[src/rtl/credit_arbiter_if.sv]
// -----------------------------------------------------------------------------
// credit_arbiter_if
//   Bundles the requester-side and downstream-side handshake signals of the
//   credit arbiter.
//
//   Handshake rule (applies to every requester lane i):
//     A word moves on a re_clk edge where req_valid[i] and req_ready[i] are
//     both high. req_valid[i] may rise at any time. req_ready[i] is a
//     combinational strobe that may depend on req_valid. At most one
//     req_ready bit is high in any cycle. Downstream, re_valid is a one-cycle
//     write strobe with no back-pressure. Buffer space is returned through
//     re_credit_pulse, one cycle high per freed slot.
//
//   Signals
//     req_valid       [NUM_REQ]        requester i has a word
//     req_last        [NUM_REQ]        word from requester i ends its burst
//     req_data        [NUM_REQ*WIDTH]  word i at bits [i*WIDTH +: WIDTH]
//     req_ready       [NUM_REQ]        one-hot accept strobe
//     re_credit_pulse [1]              one downstream slot freed
//     re_valid        [1]              registered write strobe downstream
//     data_in         [WIDTH]          registered word downstream
//
//   Modports
//     slave  : the arbiter side
//     master : the requesters plus the downstream buffer (the bench)
// -----------------------------------------------------------------------------
interface credit_arbiter_if #(
   parameter int NUM_REQ = 4,
   parameter int WIDTH   = 32
);
   logic [NUM_REQ-1:0]       req_valid;
   logic [NUM_REQ-1:0]       req_last;
   logic [NUM_REQ*WIDTH-1:0] req_data;
   logic [NUM_REQ-1:0]       req_ready;
   logic                     re_credit_pulse;
   logic                     re_valid;
   logic [WIDTH-1:0]         data_in;

   modport slave (
      input  req_valid,
      input  req_last,
      input  req_data,
      input  re_credit_pulse,
      output req_ready,
      output re_valid,
      output data_in
   );

   modport master (
      output req_valid,
      output req_last,
      output req_data,
      output re_credit_pulse,
      input  req_ready,
      input  re_valid,
      input  data_in
   );
endinterface

[src/rtl/credit_arbiter.sv]
// -----------------------------------------------------------------------------
// credit_arbiter
//   Round-robin arbiter with burst locking that forwards one word per cycle
//   into a downstream buffer of CREDITS slots. It only accepts a word while at
//   least one credit remains. Credits come back through re_credit_pulse.
//
//   Ports
//     re_clk        clock
//     re_reset_n    asynchronous active-low reset
//     arb_enable    grants allowed when high
//     bus           credit_arbiter_if.slave (requester and downstream signals)
//     grant_id      index of the last accepted requester
//     credit_count  credits currently available
//     credit_err    sticky flag: credit returned while already full
//     state_dbg     FSM state (0 = IDLE, 1 = BURST)
//     stat_words    (CREDIT_ARB_STATS_EN only) accepted-word counter
//     stat_stall    (CREDIT_ARB_STATS_EN only) starved-by-credit cycle counter
//
//   Optional feature macro: CREDIT_ARB_STATS_EN
// -----------------------------------------------------------------------------
module credit_arbiter #(
   parameter int NUM_REQ = 4,
   parameter int WIDTH   = 32,
   parameter int CREDITS = 16,
   parameter int CNT_W   = $clog2(CREDITS + 1)
) (
   input  logic                       re_clk,
   input  logic                       re_reset_n,
   input  logic                       arb_enable,
   credit_arbiter_if.slave            bus,
   output logic [$clog2(NUM_REQ)-1:0] grant_id,
   output logic [CNT_W-1:0]           credit_count,
   output logic                       credit_err,
   output logic [0:0]                 state_dbg
`ifdef CREDIT_ARB_STATS_EN
   ,
   output logic [31:0]                stat_words,
   output logic [31:0]                stat_stall
`endif
);

   localparam int GID_W = $clog2(NUM_REQ);

   localparam logic [0:0] ST_IDLE  = 1'b0;
   localparam logic [0:0] ST_BURST = 1'b1;

   localparam logic [CNT_W-1:0] CNT_FULL = CNT_W'(CREDITS);
   localparam logic [CNT_W-1:0] CNT_ONE  = CNT_W'(1);

   logic [0:0]       state;
   logic [GID_W-1:0] cand;
   logic [GID_W-1:0] win_idx;
   logic             win_found;
   logic [WIDTH-1:0] win_data;
   logic             win_last;
   logic             can_grant;
   logic             xfer;

   // ---------------------------------------------------------------------------
   // Winner selection.
   // In IDLE, the search starts one past the last grant and wraps. In BURST,
   // only the locked requester can win, so a burst is never interleaved.
   // ---------------------------------------------------------------------------
   always_comb begin
      cand      = '0;
      win_idx   = '0;
      win_found = 1'b0;
      if (state == ST_BURST) begin
         win_idx   = grant_id;
         win_found = bus.req_valid[grant_id];
      end else begin
         for (int k = 1; k <= NUM_REQ; k++) begin
            cand = GID_W'((32'(grant_id) + 32'(k)) % 32'(NUM_REQ));
            if (!win_found && bus.req_valid[cand]) begin
               win_found = 1'b1;
               win_idx   = cand;
            end
         end
      end
   end

   // Mux the winner's word and last flag out of the flattened request bus.
   always_comb begin
      win_data = '0;
      win_last = 1'b0;
      for (int i = 0; i < NUM_REQ; i++) begin
         if (win_idx == GID_W'(i)) begin
            win_data = bus.req_data[i*WIDTH +: WIDTH];
            win_last = bus.req_last[i];
         end
      end
   end

   // The reset term keeps req_ready low while reset is held. Without it,
   // ready would follow the reset value of credit_count, which is full.
   assign can_grant = re_reset_n && arb_enable && (credit_count != '0);
   assign xfer      = can_grant && win_found;

   always_comb begin
      bus.req_ready = '0;
      if (xfer) begin
         bus.req_ready = NUM_REQ'(1) << win_idx;
      end
   end

   // ---------------------------------------------------------------------------
   // Burst-lock FSM. The lock follows req_last of each accepted word.
   // A stall (no credit or not enabled) leaves the state unchanged.
   // ---------------------------------------------------------------------------
   always_ff @(posedge re_clk or negedge re_reset_n) begin
      if (!re_reset_n) begin
         state <= ST_IDLE;
      end else begin
         case (state)
            ST_IDLE: begin
               if (xfer && !win_last) begin
                  state <= ST_BURST;
               end
            end
            ST_BURST: begin
               if (xfer && win_last) begin
                  state <= ST_IDLE;
               end
            end
            default: state <= ST_IDLE;
         endcase
      end
   end

   assign state_dbg = state;

   // ---------------------------------------------------------------------------
   // Output register and grant pointer.
   // grant_id resets to NUM_REQ-1, so requester 0 is searched first.
   // ---------------------------------------------------------------------------
   always_ff @(posedge re_clk or negedge re_reset_n) begin
      if (!re_reset_n) begin
         bus.re_valid <= 1'b0;
         bus.data_in  <= '0;
         grant_id     <= GID_W'(NUM_REQ - 1);
      end else begin
         bus.re_valid <= xfer;
         if (xfer) begin
            bus.data_in <= win_data;
            grant_id    <= win_idx;
         end
      end
   end

   // ---------------------------------------------------------------------------
   // Credit accounting. A transfer and a pulse in the same cycle cancel out.
   // A pulse arriving while already full is a protocol error downstream. The
   // count saturates and the error flag sticks until reset.
   // ---------------------------------------------------------------------------
   always_ff @(posedge re_clk or negedge re_reset_n) begin
      if (!re_reset_n) begin
         credit_count <= CNT_FULL;
         credit_err   <= 1'b0;
      end else begin
         case ({xfer, bus.re_credit_pulse})
            2'b10: credit_count <= credit_count - CNT_ONE;
            2'b01: begin
               if (credit_count == CNT_FULL) begin
                  credit_err <= 1'b1;
               end else begin
                  credit_count <= credit_count + CNT_ONE;
               end
            end
            default: credit_count <= credit_count;
         endcase
      end
   end

`ifdef CREDIT_ARB_STATS_EN
   // ---------------------------------------------------------------------------
   // Free-running statistics. Both counters wrap.
   // A stall cycle means work was waiting, the arbiter was enabled, and
   // credits were the only thing missing.
   // ---------------------------------------------------------------------------
   logic stall_cycle;

   assign stall_cycle = (|bus.req_valid) && arb_enable && (credit_count == '0);

   always_ff @(posedge re_clk or negedge re_reset_n) begin
      if (!re_reset_n) begin
         stat_words <= 32'd0;
         stat_stall <= 32'd0;
      end else begin
         if (xfer) begin
            stat_words <= stat_words + 32'd1;
         end
         if (stall_cycle) begin
            stat_stall <= stat_stall + 32'd1;
         end
      end
   end
`endif

endmodule

[src/flat_wrapper.sv]
// flat-port wrapper written by rule: the top's interface ports become plain ports
module credit_arbiter_flat 
#(
   parameter int NUM_REQ = 4,
   parameter int WIDTH   = 32,
   parameter int CREDITS = 16,
   parameter int CNT_W   = $clog2(CREDITS + 1)
)
  (re_clk, re_reset_n, arb_enable, grant_id, credit_count, credit_err, state_dbg, bus_req_valid, bus_req_last, bus_req_data, bus_re_credit_pulse, bus_req_ready, bus_re_valid, bus_data_in);
  credit_arbiter_if #(.NUM_REQ(NUM_REQ), .WIDTH(WIDTH)) bus_i ();
  input  logic re_clk;
  input  logic re_reset_n;
  input  logic arb_enable;
  output logic [$clog2(NUM_REQ)-1:0] grant_id;
  output logic [CNT_W-1:0] credit_count;
  output logic credit_err;
  output logic [0:0] state_dbg;
  input wire logic [$bits(bus_i.req_valid)-1:0] bus_req_valid;
  input wire logic [$bits(bus_i.req_last)-1:0] bus_req_last;
  input wire logic [$bits(bus_i.req_data)-1:0] bus_req_data;
  input wire logic [$bits(bus_i.re_credit_pulse)-1:0] bus_re_credit_pulse;
  output wire logic [$bits(bus_i.req_ready)-1:0] bus_req_ready;
  output wire logic [$bits(bus_i.re_valid)-1:0] bus_re_valid;
  output wire logic [$bits(bus_i.data_in)-1:0] bus_data_in;
  assign bus_i.req_valid = bus_req_valid;
  assign bus_i.req_last = bus_req_last;
  assign bus_i.req_data = bus_req_data;
  assign bus_i.re_credit_pulse = bus_re_credit_pulse;
  assign bus_req_ready = bus_i.req_ready;
  assign bus_re_valid = bus_i.re_valid;
  assign bus_data_in = bus_i.data_in;
  credit_arbiter #(.NUM_REQ(NUM_REQ), .WIDTH(WIDTH), .CREDITS(CREDITS), .CNT_W(CNT_W)) u_core (.re_clk(re_clk), .re_reset_n(re_reset_n), .arb_enable(arb_enable), .bus(bus_i), .grant_id(grant_id), .credit_count(credit_count), .credit_err(credit_err), .state_dbg(state_dbg));
endmodule
[config.mk]
export PLATFORM = sky130hd
export DESIGN_NAME = credit_arbiter_flat
export DESIGN_NICKNAME = d
export VERILOG_FILES = /design/src/rtl/credit_arbiter_if.sv /design/src/rtl/credit_arbiter.sv /design/src/flat_wrapper.sv
export SDC_FILE = /design/constraint.sdc
export NUM_CORES = 1
export LEC_CHECK = 0
export ABC_CLOCK_PERIOD_IN_PS = 5800
export BUFFER_PORTS_ARGS = -buffer_cell sky130_fd_sc_hd__buf_2
export CORE_MARGIN = 2
export CORE_UTILIZATION = 30
export DETAILED_ROUTE_END_ITERATION = 6
export GPL_ROUTABILITY_DRIVEN = 1
export GPL_TIMING_DRIVEN = 0
export PLACE_DENSITY = 0.65
export SKIP_CTS_REPAIR_TIMING = 1
export SYNTH_ARGS = -nofsm -noshare
export SYNTH_HDL_FRONTEND = slang
export SYNTH_SLANG_ARGS = --single-unit
[constraint.sdc]
create_clock -name re_clk -period 5.8 [get_ports re_clk]
set_clock_uncertainty 0.1 [all_clocks]
set_input_delay 0.87 -clock re_clk [delete_from_list [all_inputs] [get_ports re_clk]]
set_output_delay 0.87 -clock re_clk [all_outputs]
set_load 0.02 [all_outputs]
* After elaboration in Yosys (flattened, before gate mapping)
Cells that the tools add are included.
** Storage, ports and cells
- Output and inout port bits :: 46
- Input bits :: 140
- Bits in registers :: 42
- Logic and storage cells :: 80
** Operators by class
- Magnitude comparators :: 5
- Bitwise gates (word level) :: 1
- Muxes and demuxes :: 37
- Shifts and indexed selects :: 1
- Equal/unequal tests :: 7
- Reduce and logical (&&, ||, !) cells :: 17
- Add/subtract/negate cells :: 6
** Operators by type and width (number)
- $mux W32 :: 4
- $mux W1 :: 19
- $lt A2 B3 Y1 const B :: 5
- $bmux W1 S2 :: 5
- $mux W2 :: 5
- $pmux W5 S2 :: 1
- $logic_and A1 B1 Y1 :: 8
- $eq A2 B2 Y1 const B :: 3
- $add A5 B1 Y5 const B :: 1
- $eq A5 B5 Y1 const B :: 1
- $mux W5 :: 1
- $reduce_bool A5 Y1 :: 1
- $sub A5 B1 Y5 const B :: 1
- $add A2 B1 Y2 const B :: 2
- $add A2 B2 Y2 const B :: 2
- $eq A2 B1 Y1 const B :: 2
- $logic_not A1 Y1 :: 4
- $mux W4 :: 1
- $reduce_and A2 Y1 :: 2
- $shl A1 B2 Y4 const A :: 1
- $logic_not A2 Y1 :: 1
- $ne A2 B2 Y1 const B :: 1
- $pmux W1 S2 :: 1
- $reduce_bool A2 Y1 :: 1
- $not A1 Y1 :: 1

* Depth between registers and ports, before layout
Gate-level depths: netlist of run 1.
- Depth in word-level cells :: 26
- Depth in mapped cells :: 13

* Worst setup path before layout of run 1
Ideal clock, no wire load.
- Path kind :: input-to-reg
- From :: in bus_req_valid[1]
- To :: reg u_core.credit_count[4]
- Path buffers :: 2
- Setup time :: 0.081 ns
- Path slack :: 2.301 ns
- Arrival time :: 3.318 ns
- Stages :: 13
- Cell sequence :: buf_2 > nor2_1 > a32oi_1 > o21ai_0 > a21o_1 > buf_2 > nand2_1 > fa_1 > a21o_1 > a21o_1 > a2111oi_0 > o2bb2ai_1 > nor2_1
** Between the ends
- Word-level cells in the longest chain between the ends :: 20
** RTL lines
- start, declared :: RTL line flat_wrapper.sv:18 : input wire logic [$bits(bus_i.req_valid)-1:0] bus_req_valid;
- $bmux W1 S2 :: RTL line credit_arbiter.sv:74 : if (!win_found && bus.req_valid[cand]) begin
- $mux W1 (implied by the code) :: RTL line credit_arbiter.sv:74
- $mux W1 :: RTL line credit_arbiter.sv:74
- $mux W1 :: RTL line credit_arbiter.sv:68 : if (state == ST_BURST) begin
- $logic_not A1 Y1 :: RTL line credit_arbiter.sv:74
- $logic_and A1 B1 Y1 :: RTL line credit_arbiter.sv:74
- $mux W1 :: RTL line credit_arbiter.sv:74
- $mux W1 :: RTL line credit_arbiter.sv:68
- (+4 left out)
- $logic_not A1 Y1 :: RTL line credit_arbiter.sv:74
- $logic_and A1 B1 Y1 :: RTL line credit_arbiter.sv:74
- $mux W1 :: RTL line credit_arbiter.sv:74
- $mux W1 * :: RTL line credit_arbiter.sv:68
- $logic_and A1 B1 Y1 * :: RTL line credit_arbiter.sv:97 : assign xfer = can_grant && win_found;
- $eq A2 B1 Y1 or $eq A2 B2 Y1 (tied branches) :: RTL line credit_arbiter.sv:160 : case ({xfer, bus.re_credit_pulse})
- $ne A2 B2 Y1 (no line) or $reduce_bool A2 Y1 (tied branches)
- $reduce_and A2 Y1 (no line)
- end signal, assigned :: RTL line credit_arbiter.sv:161 : 2'b10: credit_count <= credit_count - CNT_ONE;
- end signal, assigned :: RTL line credit_arbiter.sv:166 : credit_count <= credit_count + CNT_ONE;
- end signal, assigned :: RTL line credit_arbiter.sv:169 : default: credit_count <= credit_count;
- end, declared :: RTL line credit_arbiter.sv:32 : output logic [CNT_W-1:0] credit_count,
Mark *: on every way between the ends. The rest lies on a longest branch, timed or not. The select of a mux whose other input is x is not followed.
A chain may end at the register's enable or synchronous reset.

* Worst setup path after layout of run 1
- From :: in re_reset_n
- To :: out bus_req_ready[0]
** Between the ends
- Word-level cells in the longest chain between the ends :: 4
** RTL lines
- start, declared :: RTL line flat_wrapper.sv:12 : input logic re_reset_n;
- $logic_and A1 B1 Y1 (2 in a row) :: RTL line credit_arbiter.sv:96 : assign can_grant = re_reset_n && arb_enable && (credit_count != '0);
- $logic_and A1 B1 Y1 :: RTL line credit_arbiter.sv:97
- $mux W4 :: RTL line credit_arbiter.sv:101 : if (xfer) begin
- end, declared :: RTL line flat_wrapper.sv:22 : output wire logic [$bits(bus_i.req_ready)-1:0] bus_req_ready;
No other way between the ends.

==> results of run 1 <==
==> registers in the layout (all words and copies together) (netlist names), named ones only <==
register             count
u_core.bus.re_valid      1
u_core.credit_err        1
u_core.bus.data_in      32
u_core.credit_count      5
u_core.grant_id          2
==> metrics by stage <==
stage / instance area [sq um] / hold WS [ns] / total power, mW / setup slack [ns]
floorplan: 3200 / 0.474 / 1.73 / 2.30
global placement: 4280 / 0.357 / 2.12 / 1.69
detailed placement: 4280 / 0.370 / 2.16 / 1.59
CTS: 4380 / 0.391 / 2.37 / 1.68
global route: 4380 / 0.401 / 2.51 / 1.46
finish: 4380 / 0.385 / 2.32 / 1.83
==> per-layer routing <==
metal | vias to the layer above | GRT usage [%]
met1 | 1372 | 19.8
li1 | 1494 | -
met3 | 6 | 3.21
met5 | - | 0
met2 | 130 | 30.0
met4 | 0 | 4.36
==> kinds of logic (layout without fill, tap and decap cells) <==
group / Yosys count / count (layout) / synth area share (%)
DFF: 42 / 42 / 33.0
and+or+nand+nor: 68 / 68 / 9.27
muxes: 107 / 107 / 36.9
xor gates and xnor gates: 3 / 3 / 0.821
AOI/OAI and AO/OA: 60 / 60 / 11.5
buffers and inverters: 28 / 218 / 6.76
adders and majority gates: 4 / 4 / 1.80
==> cell usage in the layout, fill, tap and decap left out, drive strengths merged, types with 2 or more instances in the layout <==
master,count
o21ai,38
a21o,4
and3b,2
clkbuf,12
a21oi,4
o31ai,2
mux2i,72
mux2,35
ha,3
buf,202
nor3,2
o21bai,2
nand2,46
nor2,7
clkinv,2
dfstp,3
xnor2,2
and2,2
dfrtp,39
nor2b,2
==> area by class of cell <==
cell class,instances,area share [%]
Timing Repair Buffer,182,20.8
Clock inverter,2,0.286
Tap cell,136,3.89
Sequential cell,42,24.1
Multi-Input combinational cell,242,44.1
Clock buffer,6,1.89
Inverter,2,0.172
Buffer,26,4.77
==> worst register-to-register path, cell delays in order, from the launching register on <==
cell and delay (ns):
dfstp_2 0.58, buf_2 0.21, a32oi_1 0.11, o21ai_0 0.29
a21o_1 0.20, buf_2 0.23, nand2_1 0.18, fa_1 0.46
a21o_1 0.18, a21o_1 0.20, a2111oi_0 0.49, o2bb2ai_1 0.17
nor2_1 0.07
==> where the power goes <==
part | internal, mW | switching, mW
Combinational | 0.765 | 0.821
Sequential | 0.438 | 0.0939
Clock | 0.0959 | 0.109
Total | 1.30 | 1.02
==> how the worst min path moves through the flow <==
stage,start,end,slack (ns),cells past startpoint
after floorplan,re_reset_n,asynchronous set/reset pin,0.47,0
final,u_core.bus.data_in[14],u_core.bus.data_in[14],0.39,2
after detailed placement,u_core.bus.data_in[14],u_core.bus.data_in[14],0.37,2
after global routing,u_core.credit_err,u_core.credit_err,0.40,1
after CTS,u_core.bus.data_in[14],u_core.bus.data_in[14],0.39,2
after global placement,u_core.credit_err,u_core.credit_err,0.36,1
==> run metrics, run 1 <==
Die Y around 110 microns; distinct cell type count after synthesis 48; Max clock buf depth 2; Mapped Nets 456; crit-path cells buf_2 > nand3_1 > a21o_1 > buf_2 > buf_1 > nor3_1 > buf_2; Starting DRT DRC Count 118; initial antenna violation count 1; met2 routed WL around 4.9 mm; status finished, final reports clean; Achievable Freq 0.252 GHz; Clock Tree Root clkbuf_8; Reg2Reg Depth 12; post-layout min period 3.97 ns; cell taking the most area after synthesis dfrtp_1; Max Cap Viol 0; clock sink count 42; Setup crit end kind output pin; Boundary Pins 186; Worst-Skew Late Latency ~0.29 ns; share of the clock period used by the worst path between 60% and 70%; Crit Path Max Fanout 43; slowest cell on the critical path buf_2; Synth top area share 30.5%; HP Class reg -> reg; largest net degree at the start of global routing 44; R2R Setup Slk 2.27 ns; CTS tree yes; post-synthesis sequential area ratio 33.0%; core area 10,300 sq um; Static Leak 2.28 nW; Pwr per Cell Area 531 nW/um^2; Pins Over Slew Limit 0; worst flop-to-flop path startpoint u_core.grant_id[0]; Syn Std Cell Area 3200 sq um; fraction of layout cells with a size suffix above 1 48.4%; Setup TNS 0 ns; Yosys reg bits 42; Fillers 1,061; Vias/cell 4.71; Die X-Extent 107 microns; register area 1050 sq um; most numerous cell in the Yosys netlist mux2i_1; vias in the first global route around 3k; All-Layer GR Usage between 10% and 20%; crit path kind in -> out; endpoints failing setup 0; area grow syn2layout 36.7%; placed cell count 630; multi-input combinational cell area 1930 sq um; CP bufs+invs 4; WP depth 7; WL/cell 14.8 microns; Mapped Avg Cell Area 10.3 sq um; clock-pin slew on the worst setup and hold paths around 0.09 ns; Post-Route M1 WL 3.82 mm; first-pass GRT wire length 14.9 mm; non-filler cells, final 638; Initial Utilization between 30% and 40%; top post-synthesis cells by area dfrtp_1, mux2i_1, mux2_4; full die area between 10,000 and 15,000 sq um; DRT Wirelength 9.47 mm; DRC viols 0; Worst Path Arrival approximately 3 ns; ys flop type dfrtp_1; RSZ-0062 raised after global routing no; Worst Setup EP bus_req_ready[0]; Core Util, Final around 42%; global route overflow 0; Initial DRT Pass Iterations 4; slew margin rel. 35.3%; met3 routed WL 678 microns; commonest cells in the netlist mux2i_1, nand2_1, dfrtp_1, o21ai_1, mux2_4; CP max stage delay around 0.73 ns; Top Metal Used met4; antenna viol nets, final 0; Worst Path Required 4.83 ns; Worst setup startpoint re_reset_n; critical path startpoint category input port; Hold Vio Cnt, Final 0; CTS H-tree depth 2; Post-synth EDFFs 0; detailed-placement wirelength estimate 7.52 mm; TritonCTS buffer count 5; ys async rst share 100%; GP Congestion between 0.7 and 0.8; n_diodes 0; Synth Instances approximately 310; Layout Nets 645; IO buf count 182; Via Count 3,002; Crit Reg-Reg Endpoint u_core.credit_count[4]; Yosys Warn Count 0; Row Count 37; most frequent CP cell buf_2; Peak VDD IR around 0.21 mV; Worst Tran Pin Value 0.970 ns; Largest delay share family, worst path buffers and inverters
(Power assumes the default switching activity.)
==> run 2, diff against run 1 <==
ABC_CLOCK_PERIOD_IN_PS = 3400   (was 5800)
PLACE_DENSITY = 0.67   (was 0.65)
clock period = 3.4 ns   (was 5.8 ns; I/O delays follow)
==> run 2 against run 1 <==
Net effect:
- via count rose by 0.60%
- first-iteration DRC count is 34% lower
- critical path depth increased by 5
- sequential power is 72% higher
- sequential share of layout area shrank 0.12 points
- core utilization increased by 0.22 points
- clock power increased by 76%
- wire length rose by 2.0%
- global-route usage down 0.058 points
- die area unchanged
- largest cell class unchanged
- largest power group unchanged
==> run metrics, run 2 (synthesis results as in run 1) <==
non-filler cells, final 639; IO buf count 182; endpoints failing setup 0; Worst Path Arrival 3.35 ns; share of the clock period used by the worst path approximately 94%; Boundary Pins 186; core area just over 10,000 sq um; Crit Path Max Fanout 10; clock power share 9.0%; Worst setup startpoint u_core.grant_id[1]; Hold Vio Cnt, Final 0; Psw 1.77 mW; Setup WS pre-CTS -0.495 ns; status finished, final reports clean; Pins Over Slew Limit 0; post-layout min period 3.21 ns; Worst Setup EP u_core.credit_count[4]; Worst Path Required 3.54 ns; antenna viol nets, final 0; CTS H-tree depth 2; most common cell after layout, fill and taps aside buf_2; Cell Int Power 2.23 mW; first-pass GRT wire length 14.7 mm; Via Count about 3.0k; initial antenna violation count 0; detailed-placement wirelength estimate 7.64 mm; CTS tree yes; Die Y 107 microns; largest registers u_core.bus.data_in x32, u_core.credit_count x5, u_core.grant_id x2; global route overflow 0; max reg flops 32; Layout Nets 645; WL/cell 15.1 microns; Worst Tran Pin Value 0.618 ns; Power, Total between 3 and 4 mW; TritonCTS buffer count 5; Initial DRT Pass Iterations 4; Die X-Extent 107 microns; Crit Reg-Reg Endpoint u_core.credit_count[4]; Worst-Skew Late Latency 0.30 ns; Max clock buf depth 2; slew margin rel. 58.8%; Max Cap Viol 0; sequential power share 22.9%; Achievable Freq 0.312 GHz; largest net degree at the start of global routing 44; commonest non-fill, non-tap cells in the layout buf_2, mux2i_1, nand2_1; HP Class in -> async; Clock Tree Root clkbuf_8; Peak VDD IR 0.334 mV; Pwr per Cell Area 909 nW/um^2; placed cell count 630; post-route setup slack 0.190 ns; RSZ-0062 raised after global routing no; worst flop-to-flop path startpoint u_core.grant_id[1]; vias in the first global route 3,023; final hold slack approximately 0.14 ns; Static Leak 2.28 nW; Row Count 37; Setup TNS 0 ns; GP Congestion roughly 0.8; Starting DRT DRC Count between 70 and 80; area grow syn2layout 37.5%; Core Util, Final 42.6%; DRT Wirelength 9.65 mm; Initial Utilization 31.0%; Vias/cell 4.73; fraction of layout cells with a size suffix above 1 about half; cell area after placement 4280 sq um; All-Layer GR Usage 16.4%; Fillers 1,065; full die area 11,500 sq um; design area ~4400 sq um; DRC viols 0; crit path kind reg -> reg; Comb power frac 68.1%; Net Sw Frac 44.3%; Setup crit end kind flip-flop; Reg2Reg Depth 12; clock sink count 42; R2R Setup Slk 0.19 ns; Biggest register u_core.bus.data_in; clock-pin slew on the worst setup and hold paths 0.09 ns; critical path startpoint category flip-flop
run 2: area by class of cell:
class / instances / area (sq um) / share of cell area (%)
multi-input cells: 242 / 1940 / 44.1
flip-flops and latches: 42 / 1050 / 24.0
repair buffers: 182 / 913 / 20.8
plain buffers: 26 / 214 / 4.86
well taps: 136 / 170 / 3.87
clock buffers: 6 / 82.6 / 1.88
clock inverters: 2 / 12.5 / 0.284
inverters: 2 / 7.51 / 0.171
diodes: 1 / 2.50 / 0.0569
run 2: how the worst min path moves through the flow:
stage	start	endpoint	slack, ns	cells after the start
floorplan	re_reset_n	asynchronous set/reset pin	0.11	0
global placement	u_core.credit_err	u_core.credit_err	0.36	1
detailed placement	u_core.credit_err	u_core.credit_err	0.37	1
CTS	re_reset_n	u_core.credit_err	0.31	1
global route	re_reset_n	u_core.bus.data_in[31]	0.18	1
finish	re_reset_n	u_core.bus.data_in[31]	0.14	1
run 2: power by group through the flow:
stage               Clock [mW]  Combinational [mW]  Sequential, mW
floorplan                    0                1.76            1.19
global placement             0                2.70           0.911
detailed placement           0                2.76           0.922
CTS                      0.369                2.76           0.916
global route             0.388                2.95           0.946
finish                   0.359                2.72           0.917
run 2: layer usage:
metal  vias to the layer above  track usage [%]  share of wire, %
li1                       1498                -                 -
met1                      1381             19.4                41
met2                       130             29.7                51
met3                        11             3.27               7.2
met4                         0             5.57               1.6
met5                         -                0                 0
run 2: critical path, cell delays in order (launching register included):
cell and delay, ns:
dfstp_2 0.55, buf_6 0.13, o21ai_0 0.07, o21ai_0 0.33, a21o_1 0.22, clkbuf_4 0.22
nand2_2 0.12, fa_1 0.44, a21o_1 0.17, a21o_1 0.21, a2111oi_2 0.36, o2bb2ai_1 0.16
nor2_1 0.07
==> run 3, diff against run 2 <==
PLACE_DENSITY = 0.62   (was 0.67)
==> run 3 against run 2 <==
Net effect:
- final area up 0.23%
- critical path depth unchanged
- cell count down 0.16%
- register-to-register slack better by 0.05 ns
- maximum frequency up 1.5%
- sequential power down 0.5%
- combinational power about the same
- flip-flop and latch count unchanged
- highest routed layer unchanged
- sequential share of layout area down 0.054 points
- clock power up 13%
==> run metrics, run 3 (synthesis results as in run 1) <==
status finished, final reports clean; GP Congestion 0.788; Hold Vio Cnt, Final 0; All-Layer GR Usage between 15 and 20%; first-pass GRT wire length 14.3 mm; most common cell after layout, fill and taps aside buf_2; Worst Path Arrival 3.30 ns; Worst Path Required 3.53 ns; Row Count 37; core area 10,300 sq um; CTS H-tree depth 2; Boundary Pins 186; Biggest register u_core.bus.data_in; Via Count 2,972; post-layout min period 3.16 ns; Static Leak 2.29 nW; Worst-Skew Late Latency 0.30 ns; HP Class in -> async; full die area 11,500 sq um; CTS tree yes; Pwr per Cell Area 916 nW/um^2; fraction of layout cells with a size suffix above 1 48.8%; TritonCTS buffer count 5; n_diodes 0; Die Y approximately 110 microns; Core Util, Final 42.7%; Clock Tree Root clkbuf_8; IO buf count roughly 180; initial antenna violation count 0; RSZ-0062 raised after global routing no; area grow syn2layout 37.8%; vias in the first global route around 2.9k; Setup TNS 0 ns; global route overflow 0; Starting DRT DRC Count 97; Achievable Freq roughly 0.32 GHz; Peak VDD IR 0.342 mV; critical path startpoint category flip-flop; share of the clock period used by the worst path 93.0%; Layout Nets 645; Initial Utilization 31.0%; largest registers u_core.bus.data_in x32, u_core.credit_count x5, u_core.grant_id x2; commonest non-fill, non-tap cells in the layout buf_2, mux2i_1, nand2_1; Worst Tran Pin Value 0.602 ns; Setup crit end kind flip-flop; DRT Wirelength 9.24 mm; crit path kind reg -> reg; DRC viols 0; clock sink count 42; Pins Over Slew Limit 0; max reg flops 32; WL/cell 14.5 microns; Initial DRT Pass Iterations 4; endpoints failing setup 0; Die X-Extent 107 microns; Crit Path Max Fanout 10; Max Cap Viol 0; Max clock buf depth 2; antenna viol nets, final 0; detailed-placement wirelength estimate 7.20 mm; largest net degree at the start of global routing 44; clock-pin slew on the worst setup and hold paths 0.09 ns; Vias/cell 4.66; slew margin rel. 59.9%
==> run 3: metal layers <==
metal  track usage (%)  share of wire (%)  up-vias
li1                  -                  -     1493
met1              20.6                 43     1357
met2              27.5                 49      117
met3              2.42                6.5        5
met4              3.62               0.89        0
met5                 0                  0        -
==> run 3: path summary, 6_finish.rpt <==
check,slack [ns],startpoint,to,cells after the start
max,0.24,u_core.grant_id[0],u_core.credit_count[4],12
min,0.14,re_reset_n,u_core.bus.data_in[4],1
max reg2reg,0.24,u_core.grant_id[0],u_core.credit_count[4],12
min reg2reg,0.38,u_core.credit_err,u_core.credit_err,1
max in group asynchronous,2.66,re_reset_n,u_core.bus.data_in[18],1
min in group re_clk,0.38,u_core.credit_err,u_core.credit_err,1
==> run 3: metrics by stage <==
step	std cells	area [sq um]	hold slack (ns)	total power, mW	setup slack [ns]
final	638	4410	0.138	4.04	0.238
after global routing	638	4410	0.191	4.35	0.0186
after CTS	638	4390	0.315	4.09	-0.143
after detailed placement	630	4280	0.360	3.68	-0.446
after global placement	630	4280	0.361	3.62	-0.337
after floorplan	312	3200	0.114	2.95	0.261
==> run 3: final cells by class <==
cell class	count	area (sq um)
Sequential cell	42	1050
Clock inverter	2	37.5
Timing Repair Buffer	182	913
Fill cell	1048	5910
Tap cell	136	170
Clock buffer	6	72.6
Inverter	2	7.51
Buffer	26	211
Multi-Input combinational cell	242	1940
==> run 3: critical path, stage by stage, from the launching register on <==
cell and delay (ns):
dfstp_2 0.58, buf_2 0.21, a32oi_1 0.12, o21ai_2 0.19, a21o_1 0.19, clkbuf_4 0.22, nand2_1 0.16, fa_2 0.40
a21o_1 0.16, a21o_1 0.20, a2111oi_2 0.34, o2bb2ai_1 0.15, nor2_1 0.06
==> run 3: where the power goes <==
| group | leakage (nW) | internal (mW) | switching, mW |
|---|---|---|---|
| sequential | 0.512 | 0.747 | 0.164 |
| clock | 0.0514 | 0.219 | 0.188 |
| combinational | 1.72 | 1.31 | 1.41 |
| total | 2.29 | 2.28 | 1.76 |
